==> src/rtl/spi_rx_if.sv <==
// Slave bus bundle for spi_rx: a select/ready access carrying byte strobes, address and data.
// master drives the request side and slave returns ready and data_o.
interface spi_rx_if;
    logic        select;
    logic [3:0]  wstrb;
    logic [3:0]  addr;
    logic [31:0] data_i;
    logic        ready;
    logic [31:0] data_o;

    modport master (output select, wstrb, addr, data_i, input  ready, data_o);
    modport slave  (input  select, wstrb, addr, data_i, output ready, data_o);
endinterface

==> src/rtl/spi_rx.sv <==
// SPI mode-0 receive target: synchronised MOSI bytes are queued in a FIFO read over a 2-cycle slave bus.
// A byte is queued 4 clk after its 8th SCLK edge reaches the pins; no backpressure, a full FIFO drops and flags overrun.
module spi_rx #(
    parameter int FIFO_DEPTH  = 8,
    parameter bit MSB_FIRST   = 1'b1,
    parameter int SYNC_STAGES = 2
) (
    input  logic    clk,
    input  logic    reset,
    spi_rx_if.slave bus,
    input  logic    spi_cs,
    input  logic    spi_clk,
    input  logic    spi_mosi,
    output logic    irq
);
    localparam int AW = $clog2(FIFO_DEPTH);
    localparam logic [AW:0]   DEPTH_C = (AW+1)'(FIFO_DEPTH);
    localparam logic [AW:0]   CNT_ONE = (AW+1)'(1);
    localparam logic [AW-1:0] PTR_ONE = AW'(1);

    localparam logic [1:0] REG_DATA   = 2'd0;
    localparam logic [1:0] REG_STATUS = 2'd1;
    localparam logic [1:0] REG_CTRL   = 2'd2;

    // ---------------- input synchronisers and edge detect ----------------
    logic [SYNC_STAGES-1:0] cs_sync_q, sclk_sync_q, mosi_sync_q;
    logic                   cs_prev_q, sclk_prev_q;
    logic                   cs_s, sclk_s, mosi_s;
    logic                   sclk_rise, cs_rise, cs_fall;

    assign cs_s      = cs_sync_q[SYNC_STAGES-1];
    assign sclk_s    = sclk_sync_q[SYNC_STAGES-1];
    assign mosi_s    = mosi_sync_q[SYNC_STAGES-1];
    assign sclk_rise = sclk_s & ~sclk_prev_q;
    assign cs_rise   = cs_s & ~cs_prev_q;
    assign cs_fall   = ~cs_s & cs_prev_q;

    // ---------------- state ----------------
    logic [2:0]    bit_cnt_q, bit_cnt_d;
    logic [7:0]    shreg_q, shreg_d;
    logic          push_vld_q, push_vld_d;
    logic [7:0]    push_dat_q, push_dat_d;
    logic [AW-1:0] wr_ptr_q, wr_ptr_d, rd_ptr_q, rd_ptr_d;
    logic [AW:0]   count_q, count_d;
    logic          overrun_q, overrun_d;
    logic          frame_err_q, frame_err_d;
    logic          en_q, en_d, irq_en_q, irq_en_d;
    logic          ready_q, ready_d;
    logic [31:0]   data_o_q, data_o_d;
    logic          irq_q, irq_d;
    logic [7:0]    mem_q [FIFO_DEPTH];

    // ---------------- bus decode ----------------
    logic       acc, is_rd, is_wr, pop, w1c, ctrl_wr, flush;
    logic       not_empty, full, push_ok, ovr_set, frame_set;
    logic [1:0] reg_sel;
    logic [7:0] shift_val;
    logic [31:0] status_w, rdata;
    logic       unused_ok;

    assign unused_ok = ^{bus.addr[1:0], bus.data_i[31:4]};

    // Accesses commit on the edge that raises ready, so a held select never repeats a side effect.
    assign acc     = bus.select & ~ready_q;
    assign is_rd   = acc & (bus.wstrb == 4'b0000);
    assign is_wr   = acc & (bus.wstrb != 4'b0000);
    assign reg_sel = bus.addr[3:2];

    assign not_empty = (count_q != '0);
    assign full      = (count_q == DEPTH_C);
    assign pop       = is_rd & (reg_sel == REG_DATA) & not_empty;
    assign w1c       = is_wr & (reg_sel == REG_STATUS) & bus.wstrb[0];
    assign ctrl_wr   = is_wr & (reg_sel == REG_CTRL) & bus.wstrb[0];
    assign flush     = ctrl_wr & bus.data_i[2];

    assign push_ok = push_vld_q & (~full | pop) & ~flush;
    assign ovr_set = push_vld_q & full & ~pop & ~flush;

    assign en_d     = ctrl_wr ? bus.data_i[0] : en_q;
    assign irq_en_d = ctrl_wr ? bus.data_i[1] : irq_en_q;

    // ---------------- bit deserialiser ----------------
    always_comb begin
        bit_cnt_d  = bit_cnt_q;
        shreg_d    = shreg_q;
        push_vld_d = 1'b0;
        push_dat_d = push_dat_q;
        frame_set  = 1'b0;
        shift_val  = MSB_FIRST ? {shreg_q[6:0], mosi_s} : {mosi_s, shreg_q[7:1]};

        if (sclk_rise && !cs_s && en_q) begin
            shreg_d   = shift_val;
            bit_cnt_d = bit_cnt_q + 3'd1;
            if (bit_cnt_q == 3'd7) begin
                push_vld_d = 1'b1;
                push_dat_d = shift_val;
            end
        end
        if (cs_fall) begin
            bit_cnt_d = 3'd0;
        end
        if (cs_rise && (bit_cnt_q != 3'd0)) begin
            bit_cnt_d = 3'd0;
            frame_set = en_d;
        end
        // Disabling drops the partial byte silently; flush also discards a byte completing now.
        if (!en_d || flush) begin
            bit_cnt_d = 3'd0;
        end
        if (flush) begin
            push_vld_d = 1'b0;
        end
    end

    // ---------------- FIFO bookkeeping and flags ----------------
    always_comb begin
        wr_ptr_d    = wr_ptr_q;
        rd_ptr_d    = rd_ptr_q;
        count_d     = count_q;
        overrun_d   = overrun_q;
        frame_err_d = frame_err_q;

        if (push_ok) begin
            wr_ptr_d = wr_ptr_q + PTR_ONE;
        end
        if (pop) begin
            rd_ptr_d = rd_ptr_q + PTR_ONE;
        end
        case ({push_ok, pop})
            2'b10:   count_d = count_q + CNT_ONE;
            2'b01:   count_d = count_q - CNT_ONE;
            default: count_d = count_q;
        endcase
        if (flush) begin
            wr_ptr_d = '0;
            rd_ptr_d = '0;
            count_d  = '0;
        end

        // A flag being set in the same cycle as its clear stays set.
        if (w1c && bus.data_i[2]) overrun_d = 1'b0;
        if (ovr_set)              overrun_d = 1'b1;
        if (w1c && bus.data_i[3]) frame_err_d = 1'b0;
        if (frame_set)            frame_err_d = 1'b1;
    end

    // ---------------- read mux and outputs ----------------
    always_comb begin
        status_w = {17'b0, 7'(count_q), 3'b0, ~cs_s, frame_err_q, overrun_q, full, not_empty};
        rdata    = '0;
        case (reg_sel)
            REG_DATA:   rdata = {24'b0, (not_empty ? mem_q[rd_ptr_q] : 8'h00)};
            REG_STATUS: rdata = status_w;
            REG_CTRL:   rdata = {30'b0, irq_en_q, en_q};
            default:    rdata = '0;
        endcase
        data_o_d = is_rd ? rdata : 32'b0;
        ready_d  = bus.select & ~ready_q;
        irq_d    = irq_en_q & (not_empty | overrun_q | frame_err_q);
    end

    assign bus.ready  = ready_q;
    assign bus.data_o = data_o_q;
    assign irq        = irq_q;

    always_ff @(posedge clk) begin
        if (push_ok) begin
            mem_q[wr_ptr_q] <= push_dat_q;
        end
    end

    always_ff @(posedge clk) begin
        if (reset) begin
            cs_sync_q   <= '1;
            sclk_sync_q <= '0;
            mosi_sync_q <= '0;
            cs_prev_q   <= 1'b1;
            sclk_prev_q <= 1'b0;
            bit_cnt_q   <= 3'd0;
            shreg_q     <= 8'h00;
            push_vld_q  <= 1'b0;
            push_dat_q  <= 8'h00;
            wr_ptr_q    <= '0;
            rd_ptr_q    <= '0;
            count_q     <= '0;
            overrun_q   <= 1'b0;
            frame_err_q <= 1'b0;
            en_q        <= 1'b0;
            irq_en_q    <= 1'b0;
            ready_q     <= 1'b0;
            data_o_q    <= 32'b0;
            irq_q       <= 1'b0;
        end else begin
            cs_sync_q   <= {cs_sync_q[SYNC_STAGES-2:0], spi_cs};
            sclk_sync_q <= {sclk_sync_q[SYNC_STAGES-2:0], spi_clk};
            mosi_sync_q <= {mosi_sync_q[SYNC_STAGES-2:0], spi_mosi};
            cs_prev_q   <= cs_s;
            sclk_prev_q <= sclk_s;
            bit_cnt_q   <= bit_cnt_d;
            shreg_q     <= shreg_d;
            push_vld_q  <= push_vld_d;
            push_dat_q  <= push_dat_d;
            wr_ptr_q    <= wr_ptr_d;
            rd_ptr_q    <= rd_ptr_d;
            count_q     <= count_d;
            overrun_q   <= overrun_d;
            frame_err_q <= frame_err_d;
            en_q        <= en_d;
            irq_en_q    <= irq_en_d;
            ready_q     <= ready_d;
            data_o_q    <= data_o_d;
            irq_q       <= irq_d;
        end
    end
endmodule
==> src/flat_wrapper.sv <==
// flat-port wrapper written by rule: the top's interface ports become plain ports
module spi_rx_flat 
#(
    parameter int FIFO_DEPTH  = 8,
    parameter bit MSB_FIRST   = 1'b1,
    parameter int SYNC_STAGES = 2
)
  (clk, reset, spi_cs, spi_clk, spi_mosi, irq, bus_select, bus_wstrb, bus_addr, bus_data_i, bus_ready, bus_data_o);
  spi_rx_if bus_i ();
  input  logic clk;
  input  logic reset;
  input  logic spi_cs;
  input  logic spi_clk;
  input  logic spi_mosi;
  output logic irq;
  input wire logic [$bits(bus_i.select)-1:0] bus_select;
  input wire logic [$bits(bus_i.wstrb)-1:0] bus_wstrb;
  input wire logic [$bits(bus_i.addr)-1:0] bus_addr;
  input wire logic [$bits(bus_i.data_i)-1:0] bus_data_i;
  output wire logic [$bits(bus_i.ready)-1:0] bus_ready;
  output wire logic [$bits(bus_i.data_o)-1:0] bus_data_o;
  assign bus_i.select = bus_select;
  assign bus_i.wstrb = bus_wstrb;
  assign bus_i.addr = bus_addr;
  assign bus_i.data_i = bus_data_i;
  assign bus_ready = bus_i.ready;
  assign bus_data_o = bus_i.data_o;
  spi_rx #(.FIFO_DEPTH(FIFO_DEPTH), .MSB_FIRST(MSB_FIRST), .SYNC_STAGES(SYNC_STAGES)) u_core (.clk(clk), .reset(reset), .bus(bus_i), .spi_cs(spi_cs), .spi_clk(spi_clk), .spi_mosi(spi_mosi), .irq(irq));
endmodule
==> config.mk <==
export PLATFORM = sky130hd
export DESIGN_NAME = spi_rx_flat
export DESIGN_NICKNAME = d
export VERILOG_FILES = /design/src/rtl/spi_rx_if.sv /design/src/rtl/spi_rx.sv /design/src/flat_wrapper.sv
export SDC_FILE = /design/constraint.sdc
export NUM_CORES = 1
export LEC_CHECK = 0
export BUFFER_PORTS_ARGS = -buffer_cell sky130_fd_sc_hd__buf_2
export CORE_MARGIN = 5
export CORE_UTILIZATION = 35
export DETAILED_ROUTE_END_ITERATION = 8
export PLACE_DENSITY = 0.5
export SYNTH_ARGS = -nofsm -noshare
export SYNTH_HDL_FRONTEND = slang
export SYNTH_SLANG_ARGS = --single-unit
==> constraint.sdc <==
create_clock -name clk -period 3.3 [get_ports clk]
set_input_delay 0.33 -clock clk [delete_from_list [all_inputs] [get_ports clk]]
set_output_delay 0.33 -clock clk [all_outputs]
set_load 0.02 [all_outputs]
==> impl_metrics.csv <==
group,metric,value,unit
sta,maxSlewViolCount,0,
clock_network,clock_path_buffers,2,
floorplanning,initial_utilization,0.355,
sta,holdWs,0.107,ns
place,pre_cts_ws,0.406,ns
clock_network,path_clk_slew,0.05,ns
worst_setup_path,cp.required,3.63,ns
layout,fillers,1303,
layout,areaGrowthSynthToFinish,17.8,%
logic_synthesis,synth.distinct_cells,51,
layout,register_area,3080,µm²
power,p_per_area,572,nW/µm²
power,p_int,2.66,mW
drt,firstDrtPassIters,4,
logic_synthesis,synth_top_area_share,0.391,
sta,max_freq,344,MHz
layout,diodes,0,
floorplanning,pin_count,80,
worst_hold_path,hold_path_depth,2,
power,switching_share,0.195,
worst_hold_path,hold_path_class,"in2reg",
worst_setup_path,reg2reg_from,"u_core.count_q[0]",
sta,fin_crit_sh,0.881,
drt,routedWlPerCell,15.3,µm
worst_setup_path,critical_path_class,"reg2reg",
layout,final_cells,611,
sta,finalSetupTns,0,ns
power,cellLeakagePower,2.04,nW
sta,period_minus_slack,2.91,ns
worst_setup_path,timing.reg2reg.setup_slack,0.39,ns
place,placed_cell_area,5250,µm²
floorplanning,rows,43,
clock_network,cts_resized,0,
clock_network,cts_setup_buffers,0,
power,p_comb_frac,0.019,
power,vdd_drop_max,0.314,mV
worst_setup_path,worstPathMaxFanout,10,
clock_network,cts_max_level,4,
clock_network,cts_num_sinks,122,
power,clock_power_share,0.500,
worst_setup_path,reg2reg_depth,12,
power,p_total,3.31,mW
worst_hold_path,holdPathEnd,"u_core.cs_sync_q[0]",
sta,setup_ws,0.392,ns
sta,hold_viol,0,
logic_synthesis,synth_edf_count,64,
logic_synthesis,synth_area_leader_cell,"edfxtp_1",
global_route,antenna_found_initial,0,
worst_hold_path,min_from,"spi_cs",
drt,drt_iter0_drc,161,
place,dp.cells,579,
global_route,first_global_vias,2935,
place,gp_congestion,0.754,
place,io_buffer_count,29,
sta,rsz0062_at_grt,"no",
worst_setup_path,r2r-end,"u_core.count_q[2]",
sta,relSlewSlack,0.438,
layout,multiInputGateArea,1660,µm²
floorplanning,dieArea,16500,µm²
sta,worst_slew_pin_slew,0.842,ns
logic_synthesis,synthTopCellsByCount,"edfxtp_1 (64), dfxtp_1 (58), nand2_1 (39), a21oi_1 (28), buf_4 (20)",
power,p_seq_frac,0.481,
logic_synthesis,postSynthCellCount,377,
logic_synthesis,syn_avg_cell_area,13.0,µm²
power,p_sw,0.646,mW
layout,final_util,0.418,
logic_synthesis,synth-seq-area-share,0.628,
drt,wl,9.33,mm
logic_synthesis,ys.flop_type,"edfxtp_1",
worst_setup_path,worstPathArrival,3.24,ns
clock_network,tritoncts,"built",
place,hpwl,6.35,mm
floorplanning,core_area,13800,µm²
clock_network,cts_root_buf,"clkbuf_16",
logic_synthesis,synth_area,4910,µm²
logic_synthesis,synthTopCellsByArea,"edfxtp_1 (39%), dfxtp_1 (24%), mux4_2 (7.3%)",
clock_network,cts_made_buffers,17,
global_route,grt-ovfl-total,0,
global_route,track_usage,0.122,
floorplanning,chipWidth,128,µm
worst_setup_path,worstSetupStartpointType,"flop",
logic_synthesis,synthArstFlopShare,0,
clock_network,cts_hold_buffers,0,
logic_synthesis,yosysWarnings,0,
drt,vias,2879,
layout,final_cell_area,5780,µm²
logic_synthesis,synth_most_common_cell,"edfxtp_1",
global_route,grt_pass1_wl,14.9,mm
drt,remaining_drc_errors,0,
drt,ant_nets,0,
logic_synthesis,ys_ff_latch,122,
worst_setup_path,critPathCaptureType,"flop",
global_route,grt_max_degree,35,
layout,nets,472,
layout,drive_above_1_share,0.232,
run,cap_viol_max_count,0,
run_status,outcome,"complete, no violations",
sta,final.setup_skew,0.00795,ns
floorplanning,die_y,128,µm
sta,finalSetupViolCount,0,
drt,viasPerCell,4.71,
clock_network,clk_latency,0.40,ns
==> cells in the final DEF (no fill, tap or decap), drive strengths merged, types with 11 or more instances in the layout <==
cell / instances
a21oi: 28
buf: 41
clkbuf: 22
conb: 20
dfxtp: 58
edfxtp: 64
mux2i: 11
mux4: 16
nand2: 39
nand3: 15
nor2: 12
==> layout make-up <==
type,count,area share
flip-flops and latches,122,0.533
multi-input cells,227,0.287
clock buffers,22,0.0803
repair buffers,41,0.0407
well taps,180,0.0389
clock inverters,10,0.0130
inverters,9,0.00671
==> critical path, stage by stage, from the launching register on <==
cell and delay [ns]:
dfxtp_1 0.39, or4_4 0.58, nand4_4 0.16, inv_4 0.07, o211a_4 0.28, inv_4 0.12
ha_1 0.27, xor2_1 0.09, ha_1 0.18, a21oi_1 0.15, xor2_1 0.09, or3_1 0.31
a21oi_1 0.14
==> registers in the layout (all words and copies together) (netlist names), 2 cells and up, named ones only <==
name                cells
u_core.bit_cnt_q        3
u_core.bus.data_o      12
u_core.count_q          4
u_core.cs_sync_q        2
u_core.mem_q           64
u_core.mosi_sync_q      2
u_core.push_dat_q       8
u_core.rd_ptr_q         3
u_core.sclk_sync_q      2
u_core.shreg_q          7
u_core.wr_ptr_q         3
==> kinds of logic (layout without fill, tap and decap cells) <==
logic type	Yosys count	count (layout)	synth area share
muxes	28	28	0.0981
buffers and inverters	47	82	0.0543
AOI/OAI and AO/OA	48	48	0.0599
DFF	122	122	0.628
adders and majority gates	8	8	0.0204
and+or+nand+nor	119	119	0.131
xor gates and xnor gates	4	4	0.00714
other	1	20	0.000764
==> worst max path at each step <==
stage	from	endpoint	depth (start not counted)
CTS	u_core.count_q[0]	u_core.count_q[2]	12
finish	u_core.count_q[0]	u_core.count_q[2]	12
global placement	u_core.count_q[0]	u_core.count_q[2]	12
global route	u_core.count_q[0]	u_core.count_q[2]	12
floorplan	u_core.count_q[1]	u_core.count_q[2]	13
detailed placement	u_core.count_q[0]	u_core.count_q[2]	12
==> power by group through the flow <==
stage	Clock, mW	Combinational, mW	Sequential (mW)
3_3_place_gp	0	0.0621	1.62
3_5_place_dp	0	0.0627	1.62
4_1_cts	1.70	0.0629	1.59
5_1_grt	1.77	0.0698	1.59
6_report	1.65	0.0630	1.59
2_1_floorplan	0	0.0615	1.62
==> routing by layer <==
metal  track usage  vias to the layer above  wire length, µm
met5             0                        -                0
met4        0.0412                        0               82
met3        0.0452                        5              294
met2         0.204                       41             4750
met1         0.146                     1404             4190
li1              -                     1429                -
No activity file was read; power rests on OpenSTA's default activity.
